$ cat src/rtl/ibex_wb_pipe.sv
// rtl/ibex_wb_pipe.sv - writeback stage: ALU/LSU retire, register-file write and WB-to-ID forwarding
module ibex_wb_pipe #(
    parameter logic WbFwd      = 1'b1,
    parameter logic SuppressX0 = 1'b1
) (
    input  logic        clk_i,
    input  logic        rst_i,
    input  logic        en_wb_i,
    input  logic        instr_is_lsu_i,
    input  logic        instr_is_load_i,
    input  logic        rf_we_id_i,
    input  logic [4:0]  rf_waddr_id_i,
    input  logic [31:0] rf_wdata_ex_i,
    input  logic        lsu_resp_valid_i,
    input  logic        lsu_resp_err_i,
    input  logic [31:0] rf_wdata_lsu_i,
    output logic        ready_wb_o,
    output logic        rf_we_wb_o,
    output logic [4:0]  rf_waddr_wb_o,
    output logic [31:0] rf_wdata_wb_o,
    output logic        instr_done_wb_o,
    output logic        lsu_err_wb_o,
    output logic        fwd_valid_o,
    output logic [4:0]  fwd_waddr_o,
    output logic [31:0] fwd_wdata_o
);

    typedef enum logic [1:0] {
        EMPTY    = 2'd0,
        ALU_WB   = 2'd1,
        LSU_WAIT = 2'd2
    } wb_state_e;

    wb_state_e   state_q, state_d;
    logic        we_q, is_lsu_q, is_load_q;
    logic [4:0]  waddr_q;
    logic [31:0] wdata_q;
    logic        we_raw;
    logic        accept;

    always_comb begin
        state_d         = state_q;
        ready_wb_o      = 1'b1;
        we_raw          = 1'b0;
        rf_we_wb_o      = 1'b0;
        rf_wdata_wb_o   = 32'd0;
        instr_done_wb_o = 1'b0;
        lsu_err_wb_o    = 1'b0;
        case (state_q)
            EMPTY: begin
                state_d = EMPTY;
            end
            ALU_WB: begin
                we_raw          = we_q;
                rf_wdata_wb_o   = wdata_q;
                instr_done_wb_o = 1'b1;
                state_d         = EMPTY;
            end
            LSU_WAIT: begin
                ready_wb_o = lsu_resp_valid_i;
                if (lsu_resp_valid_i) begin
                    instr_done_wb_o = 1'b1;
                    state_d         = EMPTY;
                    if (lsu_resp_err_i) begin
                        lsu_err_wb_o = 1'b1;
                    end else begin
                        we_raw        = we_q & is_lsu_q & is_load_q;
                        rf_wdata_wb_o = rf_wdata_lsu_i;
                    end
                end
            end
            default: begin
                state_d = EMPTY;
            end
        endcase
        if (en_wb_i && ready_wb_o) begin
            state_d = instr_is_lsu_i ? LSU_WAIT : ALU_WB;
        end
        rf_we_wb_o = we_raw & ~(SuppressX0 & (waddr_q == 5'd0));
        // Outputs are quiet while reset is held, whatever state is still registered.
        if (rst_i) begin
            ready_wb_o      = 1'b1;
            rf_we_wb_o      = 1'b0;
            rf_wdata_wb_o   = 32'd0;
            instr_done_wb_o = 1'b0;
            lsu_err_wb_o    = 1'b0;
        end
    end

    assign accept        = en_wb_i & ready_wb_o;
    assign rf_waddr_wb_o = rst_i ? 5'd0 : waddr_q;

    always_ff @(posedge clk_i) begin
        if (rst_i) begin
            state_q   <= EMPTY;
            we_q      <= 1'b0;
            waddr_q   <= 5'd0;
            wdata_q   <= 32'd0;
            is_lsu_q  <= 1'b0;
            is_load_q <= 1'b0;
        end else begin
            state_q <= state_d;
            if (accept) begin
                we_q      <= rf_we_id_i;
                waddr_q   <= rf_waddr_id_i;
                wdata_q   <= rf_wdata_ex_i;
                is_lsu_q  <= instr_is_lsu_i;
                is_load_q <= instr_is_load_i;
            end
        end
    end

    assign fwd_valid_o = WbFwd & rf_we_wb_o;
    assign fwd_waddr_o = WbFwd ? rf_waddr_wb_o : 5'd0;
    assign fwd_wdata_o = WbFwd ? rf_wdata_wb_o : 32'd0;

endmodule

$ cat config.mk
export PLATFORM = sky130hd
export DESIGN_NAME = ibex_wb_pipe
export DESIGN_NICKNAME = d
export VERILOG_FILES = /design/src/rtl/ibex_wb_pipe.sv
export SDC_FILE = /design/constraint.sdc
export NUM_CORES = 1
export LEC_CHECK = 0
export BUFFER_PORTS_ARGS = -buffer_cell sky130_fd_sc_hd__buf_2
export CAP_MARGIN = 20
export CORE_ASPECT_RATIO = 0.75
export CORE_MARGIN = 5
export CORE_UTILIZATION = 45
export DETAILED_ROUTE_END_ITERATION = 16
export HOLD_SLACK_MARGIN = 0.05
export PLACE_DENSITY = 0.95
export SETUP_SLACK_MARGIN = 0.1
export SLEW_MARGIN = 20
export SYNTH_ARGS = -nofsm -noshare
export SYNTH_HDL_FRONTEND = slang
export SYNTH_SLANG_ARGS = --single-unit
$ cat constraint.sdc
create_clock -name clk_i -period 3.9 [get_ports clk_i]
set_input_delay 0.78 -clock clk_i [delete_from_list [all_inputs] [get_ports clk_i]]
set_output_delay 0.78 -clock clk_i [all_outputs]
set_load 0.005 [all_outputs]
# After elaboration in Yosys (flattened, before gate mapping)
# Index checks and enable logic that the tools add are counted.
word_totals:
  ff_bits: 42
  in_bits: 77
  out_inout_bits: 79
  elab_cells: 38
classes:
  n_eq_ne: 3
  muxes: 22
  bitwise_logic: 5
  n_reduce_logical: 2
op_table:
  columns: ["operator", "n"]
  rows:
  - ["$mux 32", 3]
  - ["$pmux 32 s2", 1]
  - ["$mux 1", 11]
  - ["$mux 2", 4]
  - ["$logic_not 5->1", 1]
  - ["$mux 5", 1]
  - ["$and 1x1->1", 4]
  - ["$pmux 1 s2", 2]
  - ["$ne 3x3->1 const B", 1]
  - ["$eq 2x1->1 const B", 1]
  - ["$eq 2x2->1 const B", 1]
  - ["$logic_and 1x1->1", 1]
  - ["$not 1->1", 1]

# Depth between registers and ports, before layout
depth:
  depth_word: 7
  depth_mapped: 8
  ltp_nobuf: 5

# Worst setup path after synthesis
# No wires, ideal clock.
synth_path:
  path_type: "in2out"
  from: "input port rst_i"
  to: "output port rf_we_wb_o"
  arrival_time_ns: 1.771
  slack_ns: 1.349
  cell_stages: 5
  path_buffers: 3
  path_cell_list: "buf_6 > or2_0 > buf_2 > a2111oi_2 > buf_4"
synth_between:
  elab_chain_len: 1
synth_lines:
  columns: ["element", "line_no", "text"]
  rows:
  - ["start, declared", "7", "input logic rst_i,"]
  - ["$mux 1", "81", "if (rst_i) begin"]
  - ["end, declared", "18", "output logic rf_we_wb_o,"]
# Every way passes these cells.

# Worst setup path in the final report
layout_path:
  from: "register state_q[0]"
  to: "output port fwd_wdata_o[17]"
layout_between:
  elab_chain_len: 3
  word_cells_on_any_way: 4
  classes_between: "2 x eq/ne; 2 x mux"
layout_lines:
  columns: ["element", "line_no", "text"]
  rows:
  - ["start, declared", "34", "wb_state_e state_q, state_d;"]
  - ["start signal, assigned", "102", "state_q <= state_d;"]
  - ["$eq 2x2->1 or $eq 2x1->1 (tied branches)", "49", "case (state_q)"]
  - ["$pmux 32 s2 (*)", "49", null]
  - ["$mux 32 (*)", "81", null]
  - ["end, declared", "25", "output logic [31:0] fwd_wdata_o"]
# Every way passes the cells marked *; elsewhere a longest branch is shown, timed or not.

==> flow_summary.yaml <==
worst_hold_path:
  hp-class: "reg -> reg"
  whs_path_depth: 1
  hold_end: "state_q[1]"
  min-delay-start: "state_q[1]"
final_layout:
  finalNonFillerCells: 404
  drive_gt1_share_pct: 50.0
  area_growth_pct: 23.0
  final_area_um2: 2880
  final_nets: 422
  mostFrequentLayoutCell: "buf_2"
  nFillCells: 437
  fin_util_pct: 58.1
  diodes: 0
  final_cell_mix: "buf_2, dfxtp_1, o221a_1"
synthesis:
  ys.flop_type: "dfxtp_1"
  async_flop_share_pct: 0
  synthMuxAreaShare_pct: 0
  yosys-top-cells-area: "dfxtp_1, o221a_1, buf_4"
  synth_area_um2: 2340
  synth-simple-area-share_pct: 9.36
  ys_ff_latch: 42
  syn_area_per_cell_um2: 9.74
  synth_compound_area_share_pct: 32.4
  ys_types: 24
  synth_edf_count: 0
  ys_seq_area_share_pct: 36.0
  synthesis.nets: 319
  synth_top_family_by_area: "compound AO/OA/AOI/OAI gates"
  yosysTopAreaCellShare_pct: 36.0
  synth_xor_area_share_pct: 0
  synth_top_area_cell: "dfxtp_1"
  yosys_warnings: 0
  syn_inst: 240
  synthAdderAreaFrac_pct: 1.07
critical_path:
  cp_max_fo: 19
  worstPathRequired_ns: 3.12
  r2r_end: "wdata_q[28]"
  r2r-start: "state_q[0]"
  crit_arrival_ns: 2.23
  start_kind: "flip-flop"
  critPathKind: "reg -> out"
  rrSetupSlack_ns: 2.28
  worstRegToRegCells: 6
  end_kind: "output pin"
cts:
  cts-htree-levels: 2
  worstSkewPairLatency_ns: 0.29
  clkTransAtPathRegs_ns: 0.08
  postCtsSetupBuffers: 0
  cts_buffers: 5
  root_buffer: "clkbuf_8"
  cts_sinks: 42
  cts_tree: "done"
  ctsResizeCount: 0
  hold_buffers: 0
  clock_path_buffers: 2
routing:
  viasPerCell: 5.45
  wire_per_inst_um: 16.3
  vias: 2202
  ant_nets: 0
  routed_wl_um: 6600
  drc: 0
  drtIter0Drc: 133
  first_pass_iters: 4
place:
  place.gp.congestion: 0.746
  port_buffers: 155
  place_inst: 395
  dp_slack_ns: 0.888
  dp_hpwl_um: 4880
  place_area_um2: 2760
sta:
  fin_crit_sh_pct: 77.3
  finalWorstSetupSlack_ns: 0.886
  final.min_clock_period_ns: 3.01
  setup_viol: 0
  holdWs_ns: 0.494
  maxSlewViolCount: 0
  relSlewSlack_pct: 61.0
  finalSetupTns_ns: 0
  hold_viol_final: 0
  finalClockSkew_ns: 0.00866
  rsz0062_at_grt: "no"
  clock.fmax_ghz: 0.332
  worst_pin_slew_ns: 0.585
global_route:
  grt.overflow.total: 0
  grt_pass1_vias: 2172
  grt.total_usage_pct: 18.7
  grt_first_pass_wirelength_um: 10300
  grt_antenna_before_repair: 0
  grt_max_degree: 41
floorplanning:
  initial_core_util_pct: 47.2
  die_x_um: 93.2
  rows: 22
  io_pins: 156
  core_area_um2: 4950
  die_area_um2: 6750
  die_h_um: 72.4
run_status:
  status: "complete, no violations"
pwr:
  power.leakage_nw: 1.41
  p_total_uw: 905
  peakVddDrop_uv: 153
  p_per_area_nw_per_um2: 315
job:
  cap_violations: 0
-- critical path, cell delays in order (launching register included) --
cell and delay, ns:
dfxtp_1 0.33, inv_1 0.06, ha_1 0.25, and3b_1 0.57, buf_4 0.34, a22oi_1 0.11, nor2_1 0.15, buf_2 0.14
-- synthesized netlist by cell type (2+ instances only) --
cell,n
ha_1,2
nor2_1,35
o221a_1,39
inv_1,7
nor2b_1,5
buf_2,9
o2bb2ai_1,2
a22oi_1,32
buf_6,10
dfxtp_1,42
clkbuf_1,7
buf_4,38
-- power by group --
group          switching, mW  leakage, nW  total [mW]  internal [mW]
combinational         0.0694         1.01       0.143         0.0738
sequential            0.0195        0.349       0.480          0.461
clock                  0.139       0.0482       0.282          0.143
-- final cells by class --
class	instances	area [um2]	share of cell area (%)
clock buffers	7	86.3	3.00
clock inverters	1	5.00	0.174
inverters	7	26.3	0.913
multi-input cells	127	1010	35.1
flip-flops and latches	42	841	29.2
well taps	60	75.1	2.61
repair buffers	160	833	29.0
-- state kept, by name, summed over array words and instances, names as in the netlist --
register / cells
state_q: 2
waddr_q: 5
is_load_q: 1
wdata_q: 32
we_q: 1
is_lsu_q: 1
-- cells by family after synthesis --
logic type	Yosys count
adders and majority gates	2
and+or+nand+nor	47
AOI/OAI and AO/OA	78
DFF	42
buffers and inverters	71
-- how the worst max path moves through the flow --
stage	from	end	slack, ns	cells after the start
after detailed placement	lsu_resp_err_i	fwd_wdata_o[17]	0.89	6
after global routing	state_q[0]	fwd_wdata_o[17]	0.65	7
after CTS	state_q[0]	fwd_wdata_o[17]	0.85	7
final	state_q[0]	fwd_wdata_o[17]	0.89	7
after global placement	lsu_resp_err_i	fwd_wdata_o[20]	0.95	6
after floorplan	rst_i	rf_we_wb_o	1.35	5
-- layer usage --
metal | global-route usage, % | routed length [um] | up-vias
met5 | 0 | 0 | -
li1 | - | - | 1066
met4 | 4.55 | 19 | 0
met2 | 32.8 | 3250 | 114
met1 | 22.6 | 2730 | 1020
met3 | 5.18 | 601 | 2
Note: power is estimated with default switching activity, not from simulation.
